File: src/rtl/pipeline_hazard_ctrl.sv
// ---------------------------------------------------------------------------
// pipeline_hazard_ctrl
//
// Central sequencer for a 5-stage MIPS pipeline. It drives the PC and IF/ID
// write enables, the ID/EX bubble and IF/ID flush controls, and a whole-pipe
// hold while data memory is busy. Start-up is gated on `start`, a decoded
// halt drains the pipe, and saturating performance counters track load-use
// stalls, taken-branch flushes and memory-wait cycles.
//
// Optional feature macro: PIPE_PERF_CNT_EN
//   defined   -> stall_cnt / flush_cnt / memwait_cnt are real counters
//   undefined -> no counter flops, the three outputs are tied to zero
//
// Ports:
//   clk           system clock
//   rst           asynchronous active-low reset
//   start         level; leaves IDLE when sampled high
//   id_rs/id_rt   source registers of the instruction in ID
//   id_uses_rt    ID instruction reads rt
//   idex_memread  instruction in EX is a load
//   idex_rt       load destination in EX
//   branch_taken  branch/jump resolved taken in ID
//   mem_busy      data memory not ready this cycle
//   halt          halt decoded in ID
//   pc_write, ifid_write, ifid_flush, idex_bubble, pipe_hold  pipeline controls
//   stall_cnt, flush_cnt, memwait_cnt                          perf counters
//   state_o       IDLE=0, RUN=1, MEM_WAIT=2, DRAIN=3
// ---------------------------------------------------------------------------
module pipeline_hazard_ctrl #(
    parameter int REG_AW       = 5,
    parameter int CNT_W        = 32,
    parameter int DRAIN_CYCLES = 4
) (
    input  logic              clk,
    input  logic              rst,
    input  logic              start,
    input  logic [REG_AW-1:0] id_rs,
    input  logic [REG_AW-1:0] id_rt,
    input  logic              id_uses_rt,
    input  logic              idex_memread,
    input  logic [REG_AW-1:0] idex_rt,
    input  logic              branch_taken,
    input  logic              mem_busy,
    input  logic              halt,
    output logic              pc_write,
    output logic              ifid_write,
    output logic              ifid_flush,
    output logic              idex_bubble,
    output logic              pipe_hold,
    output logic [CNT_W-1:0]  stall_cnt,
    output logic [CNT_W-1:0]  flush_cnt,
    output logic [CNT_W-1:0]  memwait_cnt,
    output logic [1:0]        state_o
);

    localparam int DW = $clog2(DRAIN_CYCLES + 1);
    localparam logic [DW-1:0] DRAIN_LOAD = DW'(DRAIN_CYCLES - 1);

    typedef enum logic [1:0] {
        ST_IDLE     = 2'd0,
        ST_RUN      = 2'd1,
        ST_MEM_WAIT = 2'd2,
        ST_DRAIN    = 2'd3
    } state_t;

    state_t          state_q, state_d;
    logic [DW-1:0]   drain_q, drain_d;
    logic            load_use_s;
    logic            stall_ev_s;
    logic            flush_ev_s;
    logic            memwait_ev_s;

    // Saturating increment: holds at all-ones instead of wrapping.
    function automatic logic [CNT_W-1:0] sat_inc(input logic [CNT_W-1:0] v);
        if (&v) begin
            sat_inc = v;
        end else begin
            sat_inc = v + {{(CNT_W-1){1'b0}}, 1'b1};
        end
    endfunction

    // Load-use hazard; r0 as load destination never stalls.
    assign load_use_s = idex_memread
                      && (idex_rt != {REG_AW{1'b0}})
                      && ((idex_rt == id_rs) || (id_uses_rt && (idex_rt == id_rt)));

    assign state_o = state_q;

    // Control decode and next-state logic for the sequencer.
    always_comb begin
        pc_write     = 1'b0;
        ifid_write   = 1'b0;
        ifid_flush   = 1'b0;
        idex_bubble  = 1'b0;
        pipe_hold    = 1'b0;
        stall_ev_s   = 1'b0;
        flush_ev_s   = 1'b0;
        memwait_ev_s = 1'b0;
        state_d      = state_q;
        drain_d      = drain_q;
        case (state_q)
            ST_IDLE: begin
                ifid_flush  = 1'b1;
                idex_bubble = 1'b1;
                if (start) begin
                    state_d = ST_RUN;
                end else begin
                    state_d = ST_IDLE;
                end
            end
            // MEM_WAIT shares the RUN decode: on its release cycle the
            // remaining RUN priorities apply unchanged.
            ST_RUN, ST_MEM_WAIT: begin
                if (mem_busy) begin
                    pipe_hold    = 1'b1;
                    memwait_ev_s = 1'b1;
                    state_d      = ST_MEM_WAIT;
                end else if (load_use_s) begin
                    idex_bubble = 1'b1;
                    stall_ev_s  = 1'b1;
                    state_d     = ST_RUN;
                end else if (halt) begin
                    ifid_write = 1'b1;
                    ifid_flush = 1'b1;
                    drain_d    = DRAIN_LOAD;
                    state_d    = ST_DRAIN;
                end else if (branch_taken) begin
                    pc_write   = 1'b1;
                    ifid_write = 1'b1;
                    ifid_flush = 1'b1;
                    flush_ev_s = 1'b1;
                    state_d    = ST_RUN;
                end else begin
                    pc_write   = 1'b1;
                    ifid_write = 1'b1;
                    state_d    = ST_RUN;
                end
            end
            ST_DRAIN: begin
                ifid_flush  = 1'b1;
                idex_bubble = 1'b1;
                pipe_hold   = mem_busy;
                if (mem_busy) begin
                    drain_d = drain_q;
                end else if (drain_q != {DW{1'b0}}) begin
                    drain_d = drain_q - {{(DW-1){1'b0}}, 1'b1};
                end else begin
                    state_d = ST_IDLE;
                end
            end
            default: begin
                ifid_flush  = 1'b1;
                idex_bubble = 1'b1;
                state_d     = ST_IDLE;
                drain_d     = {DW{1'b0}};
            end
        endcase
    end

    // State and drain-counter registers.
    always_ff @(posedge clk or negedge rst) begin
        if (!rst) begin
            state_q <= ST_IDLE;
            drain_q <= {DW{1'b0}};
        end else begin
            state_q <= state_d;
            drain_q <= drain_d;
        end
    end

`ifdef PIPE_PERF_CNT_EN
    logic [CNT_W-1:0] stall_cnt_q, stall_cnt_d;
    logic [CNT_W-1:0] flush_cnt_q, flush_cnt_d;
    logic [CNT_W-1:0] memwait_cnt_q, memwait_cnt_d;

    // Next values of the performance counters.
    always_comb begin
        stall_cnt_d   = stall_ev_s   ? sat_inc(stall_cnt_q)   : stall_cnt_q;
        flush_cnt_d   = flush_ev_s   ? sat_inc(flush_cnt_q)   : flush_cnt_q;
        memwait_cnt_d = memwait_ev_s ? sat_inc(memwait_cnt_q) : memwait_cnt_q;
    end

    // Performance counter registers.
    always_ff @(posedge clk or negedge rst) begin
        if (!rst) begin
            stall_cnt_q   <= {CNT_W{1'b0}};
            flush_cnt_q   <= {CNT_W{1'b0}};
            memwait_cnt_q <= {CNT_W{1'b0}};
        end else begin
            stall_cnt_q   <= stall_cnt_d;
            flush_cnt_q   <= flush_cnt_d;
            memwait_cnt_q <= memwait_cnt_d;
        end
    end

    assign stall_cnt   = stall_cnt_q;
    assign flush_cnt   = flush_cnt_q;
    assign memwait_cnt = memwait_cnt_q;
`else
    // Counter events have no consumer when the counters are compiled out.
    logic unused_ev_s;
    assign unused_ev_s = ^{stall_ev_s, flush_ev_s, memwait_ev_s, sat_inc({CNT_W{1'b0}})};

    assign stall_cnt   = {CNT_W{1'b0}};
    assign flush_cnt   = {CNT_W{1'b0}};
    assign memwait_cnt = {CNT_W{1'b0}};
`endif

endmodule

File: config.mk
export PLATFORM = sky130hd
export DESIGN_NAME = pipeline_hazard_ctrl
export DESIGN_NICKNAME = d
export VERILOG_FILES = /design/src/rtl/pipeline_hazard_ctrl.sv
export SDC_FILE = /design/constraint.sdc
export NUM_CORES = 1
export LEC_CHECK = 0
export BUFFER_PORTS_ARGS = -buffer_cell sky130_fd_sc_hd__buf_4
export CORE_MARGIN = 4
export CORE_UTILIZATION = 40
export DETAILED_ROUTE_END_ITERATION = 12
export HOLD_SLACK_MARGIN = 0.12
export PLACE_DENSITY_LB_ADDON = 0.25
export REMOVE_ABC_BUFFERS = 1
export SLEW_MARGIN = 10
export SYNTH_ARGS = -nofsm -noshare
export SYNTH_HDL_FRONTEND = slang
export SYNTH_SLANG_ARGS = --single-unit
File: constraint.sdc
create_clock -name clk -period 3.74 [get_ports clk]
set_input_delay 0.374 -clock clk [delete_from_list [all_inputs] [get_ports clk]]
set_output_delay 0.374 -clock clk [all_outputs]
set_load 0.005 [all_outputs]
* After elaboration in Yosys (flattened, before gate mapping) *
Cells that the tools add are included.

storage, ports and cells
  register bits = 5
  input bits = 23
  output and inout bits = 103
  word-level logic and storage cells = 56

cells by class
  add/sub/neg operators = 1
  eq/ne operators = 11
  mux-type cells = 30
  reductions and logical operators = 12

operators by type and width
  cell                                                                   count
  1-bit 2-to-1 mux                                                       15
  3-bit 2-to-1 mux                                                       5
  2-bit inequality test, second input constant                           6
  5-bit equality test                                                    2
  2-bit 2-to-1 mux                                                       5
  1-bit one-hot mux with 2 select lines                                  3
  2-bit one-hot mux with 3 select lines                                  1
  3-bit one-hot mux with 2 select lines                                  1
  6-bit AND reduction                                                    1
  5-bit nonzero test                                                     1
  2-bit equality test, second input constant                             2
  2-bit OR reduction                                                     2
  1-bit logical AND                                                      3
  3-bit nonzero test                                                     1
  3-bit by 1-bit subtractor with 3-bit output, second input constant     1
  2-bit by 1-bit equality test with 1-bit output, second input constant  1
  2-bit zero test                                                        1
  2-bit AND reduction                                                    1
  2-bit nonzero test                                                     1
  1-bit logical OR                                                       1

* Depth between registers and ports, before layout *
Gate-level depths: netlist of run 1.

  word-level depth = 7
  depth in mapped cells = 7
  gate-level depth less buffers = 7

* Worst setup path after synthesis of run 1 *
No wires, ideal clock.

  path type = input -> output
  start = input idex_rt[1]
  end = output ifid_flush
  data arrival time = 1.447 ns
  required time = 3.366 ns
  setup slack = 1.919 ns
  stages on the path = 4
  path through = or4_4 > o21ai_4 > nor2_1 > o31ai_1

between the ends
  cells in the longest elaborated chain, start to end = 7
  elaborated cells on any way between the ends = 10
  classes of those cells = eq/ne (2); mux (3); reduce/logical (5)

ends and longest elaborated chain
  element                                    RTL line  text
  start: declaration                         41        input logic [REG_AW-1:0] idex_rt,
  5-bit equality test                        85        && ((idex_rt == id_rs) || (id_uses_rt && (idex_rt == id_rt)));
  1-bit logical AND                          85
  1-bit logical OR                           85
  1-bit logical AND (*)                      85
  1-bit 2-to-1 mux (*)                       118       end else if (load_use_s) begin
  1-bit 2-to-1 mux (*)                       114       if (mem_busy) begin
  1-bit one-hot mux with 2 select lines (*)  101       case (state_q)
  end: declaration                           47        output logic ifid_flush,

Mark *: on every way between the ends. The rest lies on a longest branch, timed or not.

* Worst setup path after layout of run 1 *
Same ends and word-level chain as after synthesis.

==> results.tsv, run 1 <==
metric	value	unit
area overhead of the layout relative to synthesis	-4.45	%
Worst EP arrival	1.73	ns
root buffer cell	clkbuf_4	
Detailed Route Iter0 Violations	23	
Critical Path End Type	primary output	
final setup fails	0	
total die area	4290	sq um
Sw Pwr	0.174	mW
worst r2r path cells	5	
maximum cell stage delay along the critical path	0.54	ns
Die Y	65.5	um
Layout Skew	0.00377	ns
biggest area consumer among synthesized cells	buf_4	
antenna fix cells	0	
synthesized area per cell	7.64	sq um
required arrival time at the worst endpoint	3.37	ns
starting density of the core	42.6	%
Post CTS Setup Buffer Count	0	
Final Routed Wirelength	2150	um
clock transition at the registers of the reported paths	0.04	ns
setup_tns	0	ns
total CTS buffers	3	
period utilisation layout	56.2	%
startpoint kind of the worst setup timing path	input port	
count of flip-flops with a built-in enable after synthesis	0	
overall global routing resource usage	8.75	%
fraction of power consumed by sequential logic	20.8	%
critical path class	in2out	
FP Rows	20	
Placer Congestion	0.733	
Top Ports	126	
CTS tree	built	
r2r setup slk	2.11	ns
DRC viols	0	
average via count per standard cell	3.54	
number of port buffers	29	
final-report max-slew violation count	0	
number of distinct library cell variants in the gate-level netlist after synthesis	30	
ratio of total power to cell area	312	nW/um^2
Post-synth ARST share	100	%
clock latency at the later pin of the worst-skew pair	0.24	ns
Core Box Area	3100	sq um
Pre-Repair DR Iteration Count	4	
total number of vias	882	
total of cells resized after clock tree synthesis	0	
Sw Ratio	44.1	%
Reg-to-Reg End	drain_q[0]$_DFFE_PN0P_	
cell type of the slowest stage on the worst timing path	or4_4	
Peak supply drop	0.0837	mV
maximum level of the CTS H-tree	1	
Clock power frac	15.6	%
maximum count of clock buffers along a single path	2	
Int Pwr	0.220	mW
Max Fclk	0.476	GHz
Post-Route Utilization	40.7	%
cells traversed along the worst timing path	buf_4, or4_4, o21ai_4, nor2_1, o31ai_1, buf_4	
most repeated cell in the gate-level netlist after synthesis	buf_4	
number of warning messages in the yosys log	0	
fraction of layout instances using a drive strength above 1	18.0	%
Hold Path Sink	state_o[0]$_DFFE_PN0P_	
number of stages on the worst hold path	5	
most numerous cell types in the synthesized netlist	buf_4, o21ai_0, xor2_1	
post-detailed-route count of antenna-violating nets	0	
logic gate share of total power	63.6	%
number of clock sinks	5	
RSZ-0062 raised after global routing	false	
run status	complete, no violations	
wire length of the first global-routing pass	3030	um
final hold violations	0	
remaining global-route overflow	0	
RR Startpoint	state_o[1]$_DFFE_PN0P_	
top_reg_cell synth	dfrtp_1	
Post-layout nets	233	
path category of the worst min-delay check	in2reg	
biggest area contributors in the synthesized netlist	buf_4, dfrtp_1, xor2_1	
reported leakage power	0.728	nW
number of global-route vias before repair	717	
Min-Delay Startpoint	start	
flops & latches, synth	5	
sequential cell area fraction in the yosys report	9.46	%
gate count after technology mapping	173	
max_cap viols	0	
Die Span X	65.5	um
cell occurring most often along the worst timing path	buf_4	
placed wire-length estimate after detailed placement	1980	um
pin count of the biggest net entering global routing	11	
cell area after synthesis	1320	sq um
detailed-route wire length per cell	8.64	um
post-route minimum period	2.10	ns
antenna violations before repair	0	
Worst Path Max Fanout	5	
area share of the leading cell type in the synthesized netlist	54.5	%
==> power groups by stage <==
stage               clock network (mW)  logic (mW)  registers [mW]
floorplan                            0       0.150          0.0813
global placement                     0       0.254          0.0825
detailed placement                   0       0.250          0.0831
CTS                             0.0656       0.252          0.0823
global route                    0.0696       0.290          0.0848
finish                          0.0614       0.251          0.0819
==> how the worst max path moves through the flow <==
stage / start / endpoint / slack [ns] / depth (start not counted)
global placement: idex_rt[1] / ifid_flush / 1.64 / 6
floorplan: idex_rt[1] / ifid_flush / 1.92 / 4
CTS: idex_rt[1] / ifid_flush / 1.62 / 6
global route: idex_rt[4] / ifid_flush / 1.50 / 7
finish: idex_rt[1] / ifid_flush / 1.64 / 6
detailed placement: idex_rt[1] / ifid_flush / 1.62 / 6
==> placed cells by master, fill, tap and decap left out, types with 2 or more instances in the layout <==
cell type and instances:
conb_1 96, buf_4 29, o21ai_0 10, xor2_1 9, inv_1 8, nor2_1 7, nand2_1 5, dfrtp_1 5
ha_1 4, o31ai_1 3, clkbuf_4 3, nor3_1 2, a31oi_1 2, nand3_1 2, a22oi_1 2, mux2i_1 2
==> state kept, by name, summed over array words and instances, names as in the netlist <==
register,flops
drain_q,3
state_o,2
==> through the flow <==
stage | total power, mW | instance area (sq um) | hold slack [ns] | worst slack, ns | cells
after global placement | 0.337 | 1230 | 0.181 | 1.64 | 244
after floorplan | 0.231 | 955 | 0.0784 | 1.92 | 171
after detailed placement | 0.333 | 1230 | 0.181 | 1.62 | 244
after global routing | 0.445 | 1260 | 0.496 | 1.50 | 249
final | 0.394 | 1260 | 0.474 | 1.64 | 249
after CTS | 0.400 | 1260 | 0.469 | 1.62 | 249
==> per-layer routing <==
layer	global-route usage [%]	share of wire (%)
met1	10.9	33
met2	14.2	51
met3	2.91	16
met4	2.85	0
met5	0	0
==> kinds of logic after synthesis <==
kind of cell	Yosys count	synth area share, %
adders and majority gates	4	3.78
DFF	5	9.46
AOI/OAI and AO/OA	23	11.8
xor gates and xnor gates	10	6.62
and+or+nand+nor	22	8.33
other	1	0.284
muxes	3	2.65
buffers and inverters	105	57.0
==> timing repair <==
| item | 4_1_cts | 5_1_grt |
|---|---|---|
| setup endpoints to repair | 0 | 0 |
| endpoints found under the hold margin | 5 | 0 |
| hold buffers | 1 | 0 |
==> layout make-up <==
class                           instances  area [sq um]
Multi-Input combinational cell        158           800
Inverter                                8          30.0
Tap cell                               44          55.1
Fill cell                             325          1840
Clock buffer                            4          26.3
Timing Repair Buffer                   30           228
Sequential cell                         5           125
==> critical path, delay by kind of cell <==
family                 cells  cell delay, ns
and+or+nand+nor            2            0.64
AOI/OAI and AO/OA          2            0.45
buffers and inverters      2            0.27
Note: power is estimated with default switching activity, not from simulation.
==> run 2, diff against run 1 <==
--- a/config.mk
+++ b/config.mk
@@ -7,7 +7,7 @@
 export LEC_CHECK = 0
 export BUFFER_PORTS_ARGS = -buffer_cell sky130_fd_sc_hd__buf_4
 export CORE_MARGIN = 4
-export CORE_UTILIZATION = 40
+export CORE_UTILIZATION = 37
 export DETAILED_ROUTE_END_ITERATION = 12
 export HOLD_SLACK_MARGIN = 0.12
 export PLACE_DENSITY_LB_ADDON = 0.25
==> constraint.sdc (replaced) <==
create_clock -name clk -period 2.1 [get_ports clk]
set_input_delay 0.21 -clock clk [delete_from_list [all_inputs] [get_ports clk]]
set_output_delay 0.21 -clock clk [all_outputs]
set_load 0.005 [all_outputs]
==> results.tsv, run 2 (synthesis gave the netlist of run 1 again) <==
metric	value	unit	change
Worst Path Max Fanout	10		+5
minimum hold slack	0.299	ns	-0.175 ns
standard cell area after detailed placement	1230	sq um	+0.20%
Post-Route Utilization	37.4	%	-3.4 points
Die Span X	67.8	um	+3.5%
DRC viols	0		unchanged
commonest cells after routing, fill and taps aside	conb_1, buf_4, o21ai_0		
flip-flop count of the largest register, all copies and words added	3		unchanged
total number of vias	886		+0.45%
FP Rows	21		+5.0%
worst r2r path cells	5		unchanged
Most flops, register	drain_q		
starting density of the core	39.0	%	-3.6 points
pin count of the biggest net entering global routing	11		unchanged
RR Startpoint	state_o[0]$_DFFE_PN0P_		
number of global-route vias before repair	726		+1.3%
antenna fix cells	0		unchanged
wire length of the first global-routing pass	2890	um	-4.6%
Core Box Area	3390	sq um	+9.2%
total die area	4590	sq um	+7.1%
most common cell after layout, fill and taps aside	conb_1		
post-detailed-route count of antenna-violating nets	0		unchanged
RSZ-0062 raised after global routing	false		
max_cap viols	0		unchanged
count of non-filler cells in the finished layout	251		+0.80%
maximum level of the CTS H-tree	1		unchanged
reported leakage power	0.728	nW	unchanged
remaining global-route overflow	0		unchanged
Final Instance Area	1270	sq um	+0.20%
number of port buffers	29		unchanged
Peak supply drop	0.142	mV	+69%
fraction of layout instances using a drive strength above 1	18.0	%	unchanged
Layout Skew	0.00280	ns	-0.000970 ns
final-report max-slew violation count	0		unchanged
period utilisation layout	85.7	%	
detailed-route wire length per cell	8.98	um	+3.9%
final hold violations	0		unchanged
Placer Congestion	0.794		+8.3%
met1 Usage GRT	9.85	%	-1.0 points
root buffer cell	clkbuf_4		
clock transition at the registers of the reported paths	0.04	ns	about the same
Worst EP arrival	1.59	ns	-0.14 ns
r2r setup slk	0.43	ns	-1.68 ns
startpoint kind of the worst setup timing path	register		
total CTS buffers	3		unchanged
clock latency at the later pin of the worst-skew pair	0.25	ns	about the same
Most Crowded Layer GR	met2		
placed cells	246		+0.82%
cells traversed along the worst timing path	inv_1, ha_1, nand2_1, nor3_1, buf_4		
pre-CTS WS	0.334	ns	-1.29 ns
placed wire-length estimate after detailed placement	2030	um	+2.5%
sum of internal, switching and leakage power	0.711	mW	+80%
maximum cell stage delay along the critical path	0.46	ns	-0.08 ns
critical path class	reg2out		
global-route track usage on met3	3.33	%	+0.42 points
Pre-Repair DR Iteration Count	4		unchanged
Detailed Route Iter0 Violations	20		-13%
ratio of total power to cell area	561	nW/um^2	+80%
required arrival time at the worst endpoint	1.89	ns	-1.48 ns
Reg-to-Reg End	drain_q[1]$_DFFE_PN0P_		
setup_tns	0	ns	unchanged
met2 capacity usage during global routing	13.2	%	-0.92 points
post-route minimum period	1.80	ns	
number of clock sinks	5		unchanged
average via count per standard cell	3.53		-0.35%
final setup fails	0		unchanged
cell type of the slowest stage on the worst timing path	ha_1		
maximum count of clock buffers along a single path	2		unchanged
run status	complete, no violations		
path category of the worst min-delay check	in2async		
area overhead of the layout relative to synthesis	-4.26	%	
antenna violations before repair	0		unchanged
Final Routed Wirelength	2250	um	+4.7%
overall global routing resource usage	8.04	%	-0.71 points
CTS tree	built		
Die Y	67.8	um	+3.5%
final setup slack of the worst path	0.300	ns	-1.34 ns
Top Ports	126		unchanged
Max Fclk	0.556	GHz	
Post-layout nets	233		unchanged
Critical Path End Type	primary output		
run 2: cell counts in the layout (fill, tap and decap cells not counted):
Identical to the previous run, type by type.
run 2: worst max-delay path by stage:
stage                           start                endpoint  slack (ns)  depth (start not counted)
2_1_floorplan  state_o[0]$_DFFE_PN0P_  drain_q[1]$_DFFE_PN0P_        0.59                          5
3_3_place_gp               idex_rt[3]  drain_q[1]$_DFFE_PN0P_        0.32                          6
3_5_place_dp               idex_rt[3]  drain_q[1]$_DFFE_PN0P_        0.33                          6
4_1_cts        state_o[0]$_DFFE_PN0P_                pc_write        0.26                          5
5_1_grt        state_o[0]$_DFFE_PN0P_                pc_write        0.14                          5
6_report       state_o[0]$_DFFE_PN0P_                pc_write        0.30                          5
run 2: report_power, final:
group,internal [mW],total [mW],switching [mW]
sequential,0.126,0.146,0.0202
combinational,0.195,0.451,0.256
clock,0.0720,0.113,0.0413
run 2: worst max-delay path: cells and delay by family, from the launching register on:
family	cells	cell delay (ns)
adder cells (fa/ha/maj)	1	0.46
buffers and inverters	2	0.20
AND/OR/NAND/NOR	2	0.31
flip-flops	1	0.37
run 2: final cells by class:
type / count / area, sq um
repair buffers: 30 / 228
multi-input cells: 158 / 800
clock buffers: 4 / 26.3
inverters: 8 / 30.0
well taps: 46 / 57.6
fillers: 384 / 2120
flip-flops and latches: 5 / 125
run 2: layer usage:
| metal | vias up | share of wire (%) | routed length, um |
|---|---|---|---|
| met5 | - | 0 | 0 |
| met4 | 0 | 0.62 | 14 |
| met3 | 4 | 15 | 344 |
| met2 | 65 | 50 | 1130 |
| met1 | 382 | 34 | 763 |
| li1 | 435 | - | - |
run 2: what timing repair did:
| item | 4_1_cts | 5_1_grt |
|---|---|---|
| hold endpoints to repair | 5 | 0 |
| hold buffers | 1 | 0 |
| setup buffers | 0 | 0 |
| gates resized for setup | 0 | 0 |
